===== src/rtl/truth_table_sequencer.sv =====
// Exhaustive 4-input truth-table tester: steps {A,B,C,D} through all 16 patterns,
// holds each for HOLD cycles and scores dut_out against a golden table latched at start.
module truth_table_sequencer #(
    parameter int HOLD = 4
) (
    input  logic        clk,
    input  logic        rst,
    input  logic        start,
    input  logic [15:0] expected,
    input  logic        dut_out,
    output logic        A,
    output logic        B,
    output logic        C,
    output logic        D,
    output logic        busy,
    output logic        done,
    output logic        pass,
    output logic [4:0]  err_count,
    output logic [3:0]  first_fail,
    output logic        fail_valid
);

    typedef enum logic [1:0] {
        IDLE   = 2'd0,
        RUN    = 2'd1,
        FINISH = 2'd2
    } state_t;

    localparam logic [7:0] HOLD_LAST = 8'(HOLD - 1);

    state_t      state;
    state_t      state_next;
    logic [3:0]  idx;
    logic [3:0]  idx_next;
    logic [7:0]  hold_cnt;
    logic [7:0]  hold_next;
    logic [15:0] latched_expected;
    logic [15:0] latched_next;
    logic [4:0]  err_q;
    logic [4:0]  err_next;
    logic [3:0]  ff_q;
    logic [3:0]  ff_next;
    logic        fv_q;
    logic        fv_next;
    logic        done_q;
    logic        done_next;

    logic last_hold;
    logic mismatch;

    assign last_hold = (hold_cnt == HOLD_LAST);
    assign mismatch  = (dut_out != latched_expected[idx]);

    // Next-state and datapath; start is only honoured outside RUN.
    always_comb begin
        state_next   = state;
        idx_next     = idx;
        hold_next    = hold_cnt;
        latched_next = latched_expected;
        err_next     = err_q;
        ff_next      = ff_q;
        fv_next      = fv_q;
        done_next    = done_q;

        case (state)
            IDLE, FINISH: begin
                if (start) begin
                    state_next   = RUN;
                    idx_next     = 4'd0;
                    hold_next    = 8'd0;
                    latched_next = expected;
                    err_next     = 5'd0;
                    ff_next      = 4'd0;
                    fv_next      = 1'b0;
                    done_next    = 1'b0;
                end
            end
            RUN: begin
                if (last_hold) begin
                    hold_next = 8'd0;
                    if (mismatch) begin
                        if (err_q != 5'd16) begin
                            err_next = err_q + 5'd1;
                        end
                        if (!fv_q) begin
                            ff_next = idx;
                            fv_next = 1'b1;
                        end
                    end
                    // The final compare and the move to FINISH share one edge.
                    if (idx == 4'd15) begin
                        state_next = FINISH;
                        idx_next   = 4'd0;
                        done_next  = 1'b1;
                    end else begin
                        idx_next = idx + 4'd1;
                    end
                end else begin
                    hold_next = hold_cnt + 8'd1;
                end
            end
            default: begin
                state_next = IDLE;
                idx_next   = 4'd0;
                hold_next  = 8'd0;
                done_next  = 1'b0;
            end
        endcase
    end

    always_ff @(posedge clk or posedge rst) begin
        if (rst) begin
            state            <= IDLE;
            idx              <= 4'd0;
            hold_cnt         <= 8'd0;
            latched_expected <= 16'd0;
            err_q            <= 5'd0;
            ff_q             <= 4'd0;
            fv_q             <= 1'b0;
            done_q           <= 1'b0;
        end else begin
            state            <= state_next;
            idx              <= idx_next;
            hold_cnt         <= hold_next;
            latched_expected <= latched_next;
            err_q            <= err_next;
            ff_q             <= ff_next;
            fv_q             <= fv_next;
            done_q           <= done_next;
        end
    end

    // idx is forced to zero outside RUN, so the stimulus bits need no gating.
    assign {A, B, C, D} = idx;
    assign busy         = (state == RUN);
    assign done         = done_q;
    assign pass         = done_q && (err_q == 5'd0);
    assign err_count    = err_q;
    assign first_fail   = ff_q;
    assign fail_valid   = fv_q;

endmodule


===== config.mk =====
export PLATFORM = sky130hd
export DESIGN_NAME = truth_table_sequencer
export DESIGN_NICKNAME = d
export VERILOG_FILES = /design/src/rtl/truth_table_sequencer.sv
export SDC_FILE = /design/constraint.sdc
export NUM_CORES = 1
export LEC_CHECK = 0
export BUFFER_PORTS_ARGS = -buffer_cell sky130_fd_sc_hd__buf_2
export CORE_MARGIN = 4
export CORE_UTILIZATION = 46
export DETAILED_ROUTE_END_ITERATION = 10
export PLACE_DENSITY = 0.68
export SYNTH_ARGS = -nofsm -noshare
export SYNTH_HDL_FRONTEND = slang
export SYNTH_SLANG_ARGS = --single-unit

===== constraint.sdc =====
create_clock -name clk -period 2.7 [get_ports clk]
set_input_delay 0.54 -clock clk [delete_from_list [all_inputs] [get_ports clk]]
set_output_delay 0.54 -clock clk [all_outputs]
set_load 0.005 [all_outputs]

==> out/qor.csv <==
stage;metric;value;unit
worst_setup_path;reg2reg_to;first_fail[2]$_DFFE_PP0P_;
logic_synthesis;synth.distinct_cells;39;
timing;fin_setup_tns;0;ns
pwr;cellPowerDensity;959;mW/mm²
global_route;grt_usage;0.174;
clock_network;cts_buffers;5;
global_route;antenna_found_initial;0;
clock_network;cts_buffer_depth;2;
logic_synthesis;synth-simple-area-share;0.234;
logic_synthesis;synthCells;212;
die;core-area;0.00409;mm²
timing;whs;0.365;ns
placed_design;place.gp.congestion;0.803;
run;cap_violations;0;
worst_setup_path;end_kind;flop;
logic_synthesis;muxShareOfSynthArea;0.0702;
placed_design;dp_hpwl;3090;µm
global_route;grt_pass1_vias;1529;
die;num_rows;23;
worst_setup_path;cp.required;2.92;ns
logic_synthesis;syn-cell-area;0.00200;mm²
run_status;status;finished clean;
die;die_h;73.9;µm
logic_synthesis;synthAdderAreaFrac;0.0251;
logic_synthesis;synthFlopType;dfrtp_1;
route;wl_per_cell;13.6;µm
route;first_pass_iters;4;
worst_setup_path;ff2ff_path_depth;6;
worst_setup_path;worstSetupStartpointType;flop;
route;viasPerCell;5.08;
logic_synthesis;synth_edf_count;0;
worst_setup_path;path_class;flop to flop;
clock_network;cts-resized-gates;0;
die;die_w;73.9;µm
timing;setup_viol;0;
layout;diodes;0;
layout;regArea;0.00100;mm²
die;start_util;0.489;
layout;nFillCells;383;
logic_synthesis;ys_ff_latch;40;
die;ioPinCount;37;
worst_setup_path;reg2reg_setup_slack;0.33;ns
clock_network;ctsHoldBuffers;0;
logic_synthesis;syn_area_per_cell;9.42;µm²
logic_synthesis;synth-compound-area-share;0.103;
timing;finalMaxSlewViolations;0;
worst_setup_path;timing.rr.start;idx[0]$_DFFE_PP0P_;
die;die-area;0.00546;mm²
timing;relSlewSlack;0.648;
logic_synthesis;synthArstFlopShare;1.00;
route;vias;1555;
layout;drive_gt1_frac;0.223;
clock_network;root_buffer;clkbuf_8;
logic_synthesis;ys_seq_area_frac;0.501;
layout;multiInputGateArea;931;µm²
clock_network;clkSinkCount;40;
logic_synthesis;synth_top_family_by_area;simple AND/OR/NAND/NOR gates;
timing;tightestPinTransition;0.521;ns
timing;rsz0062_at_grt;no;
route;drt_iter0_markers;72;
global_route;grt_max_degree;41;
worst_setup_path;arrival;2.60;ns
worst_setup_path;worstPathMaxFanout;8;
timing;finalHoldViolations;0;
route;routed_wl;4180;µm
timing;period_needed;2.37;ns
worst_hold_path;hp-class;input port to async pin;
global_route;gr-total-overflow;0;
logic_synthesis;yosysWarnings;0;
route;ant_nets;0;
clock_network;htree_levels;2;
pwr;vdd_drop_max;453;µV
global_route;grt_pass1_wl;7290;µm
clock_network;clkTransAtPathRegs;0.07;ns
timing;skew;0.00391;ns
timing;post-route-period-util;0.880;
layout;syn_to_final_growth;17.7;%
pwr;leakage;0.00124;µW
timing;max_freq;0.421;GHz
clock_network;cts_tree;yes;
layout;nNetsFinal;279;
route;drc_errors;0;
clock_network;clk_latency;0.28;ns
logic_synthesis;synth_xor_area_frac;0.0345;
logic_synthesis;syn-num-nets;236;
placed_design;numPortBuffers;36;
clock_network;post_cts_buffers;0;
-- power by group --
part | switching (µW) | leakage (µW) | total [µW] | internal, µW
clock network | 190 | 0.0000455 | 399 | 208
logic | 510 | 0.000669 | 913 | 403
registers | 156 | 0.000521 | 942 | 786
total | 856 | 0.00124 | 2250 | 1400
-- cell usage after synthesis, types with 2 or more instances --
cell | count | area share
nand4_1 | 4 | 0.013
and3_1 | 2 | 0.0063
xnor2_1 | 2 | 0.0088
a31oi_1 | 3 | 0.0094
mux2i_1 | 8 | 0.040
ha_1 | 4 | 0.025
clkbuf_1 | 6 | 0.011
nand2_1 | 65 | 0.12
o22ai_1 | 2 | 0.0063
xor2_1 | 4 | 0.018
nor2_1 | 13 | 0.024
nand3_1 | 8 | 0.020
nor3_1 | 2 | 0.0050
dfrtp_1 | 40 | 0.50
inv_1 | 6 | 0.011
a22o_1 | 4 | 0.018
o21ai_0 | 8 | 0.020
nor2b_1 | 2 | 0.0063
nor3b_1 | 2 | 0.0075
mux4_2 | 2 | 0.023
a21oi_1 | 6 | 0.015
nand2b_1 | 2 | 0.0063
-- how the worst max path moves through the flow --
stage / cells past startpoint / startpoint / to
finish: 6 / idx[0]$_DFFE_PP0P_ / first_fail[2]$_DFFE_PP0P_
global route: 6 / idx[0]$_DFFE_PP0P_ / first_fail[2]$_DFFE_PP0P_
CTS: 6 / idx[0]$_DFFE_PP0P_ / first_fail[2]$_DFFE_PP0P_
detailed placement: 6 / idx[0]$_DFFE_PP0P_ / first_fail[2]$_DFFE_PP0P_
global placement: 6 / idx[0]$_DFFE_PP0P_ / first_fail[0]$_DFFE_PP0P_
floorplan: 7 / idx[1]$_DFFE_PP0P_ / first_fail[0]$_DFFE_PP0P_
-- registers in the layout, summed over array words and instances, names as in the netlist --
| signal | cells |
|---|---|
| idx | 4 |
| hold_cnt | 8 |
| err_count | 5 |
| first_fail | 4 |
| done | 1 |
| latched_expected | 16 |
| state | 1 |
| fail_valid | 1 |
-- critical path: stages, from the launching register on --
cell and delay [ns]:
dfrtp_1 0.51, mux4_2 0.53, mux2_4 0.30, a32oi_4 0.19, xnor2_2 0.21, nor3b_1 0.39
a22o_1 0.18
-- area by class of cell --
| type | count | share of cell area |
|---|---|---|
| flip-flops and latches | 40 | 0.426 |
| multi-input cells | 157 | 0.396 |
| repair buffers | 44 | 0.102 |
| clock buffers | 8 | 0.0383 |
| well taps | 50 | 0.0266 |
| inverters | 7 | 0.0112 |
-- kinds of logic after synthesis --
family | Yosys count
adder cells (fa/ha/maj) | 4
AO/OA/AOI/OAI | 29
buffers and inverters | 15
flip-flops | 40
XOR/XNOR | 7
multiplexers | 11
AND/OR/NAND/NOR | 106
-- per-stage QoR --
stage	util	instance area (µm²)	power, µW	cells	setup WS [ns]
2_1_floorplan	-	2000	1600	212	0.461
3_3_place_gp	0.553	2260	1850	298	0.369
3_5_place_dp	0.553	2260	1870	298	0.346
4_1_cts	0.575	2350	2280	306	0.314
5_1_grt	0.575	2350	2450	306	0.134
6_report	0.575	2350	2250	306	0.325
-- per-layer routing --
layer  share of wire  global-route usage
met1            0.50               0.252
met2            0.45               0.258
met3           0.048              0.0424
met4          0.0072              0.0483
met5               0                   0
-- placed cells by master (no fill, tap or decap), types with 2 or more instances in the layout --
cell,instances
nand4_1,4
xor2_1,4
buf_4,8
nor2b_1,2
nor3_1,2
nor3b_1,2
clkbuf_1,2
o21ai_0,8
a21oi_1,6
mux2i_1,8
nand2_1,65
inv_1,6
ha_1,4
nor2_1,13
and3_1,2
xnor2_1,2
o22ai_1,2
dfrtp_1,40
clkbuf_8,6
buf_2,36
mux4_2,2
a31oi_1,3
nand2b_1,2
nand3_1,8
a22o_1,4
(Power assumes the default switching activity.)
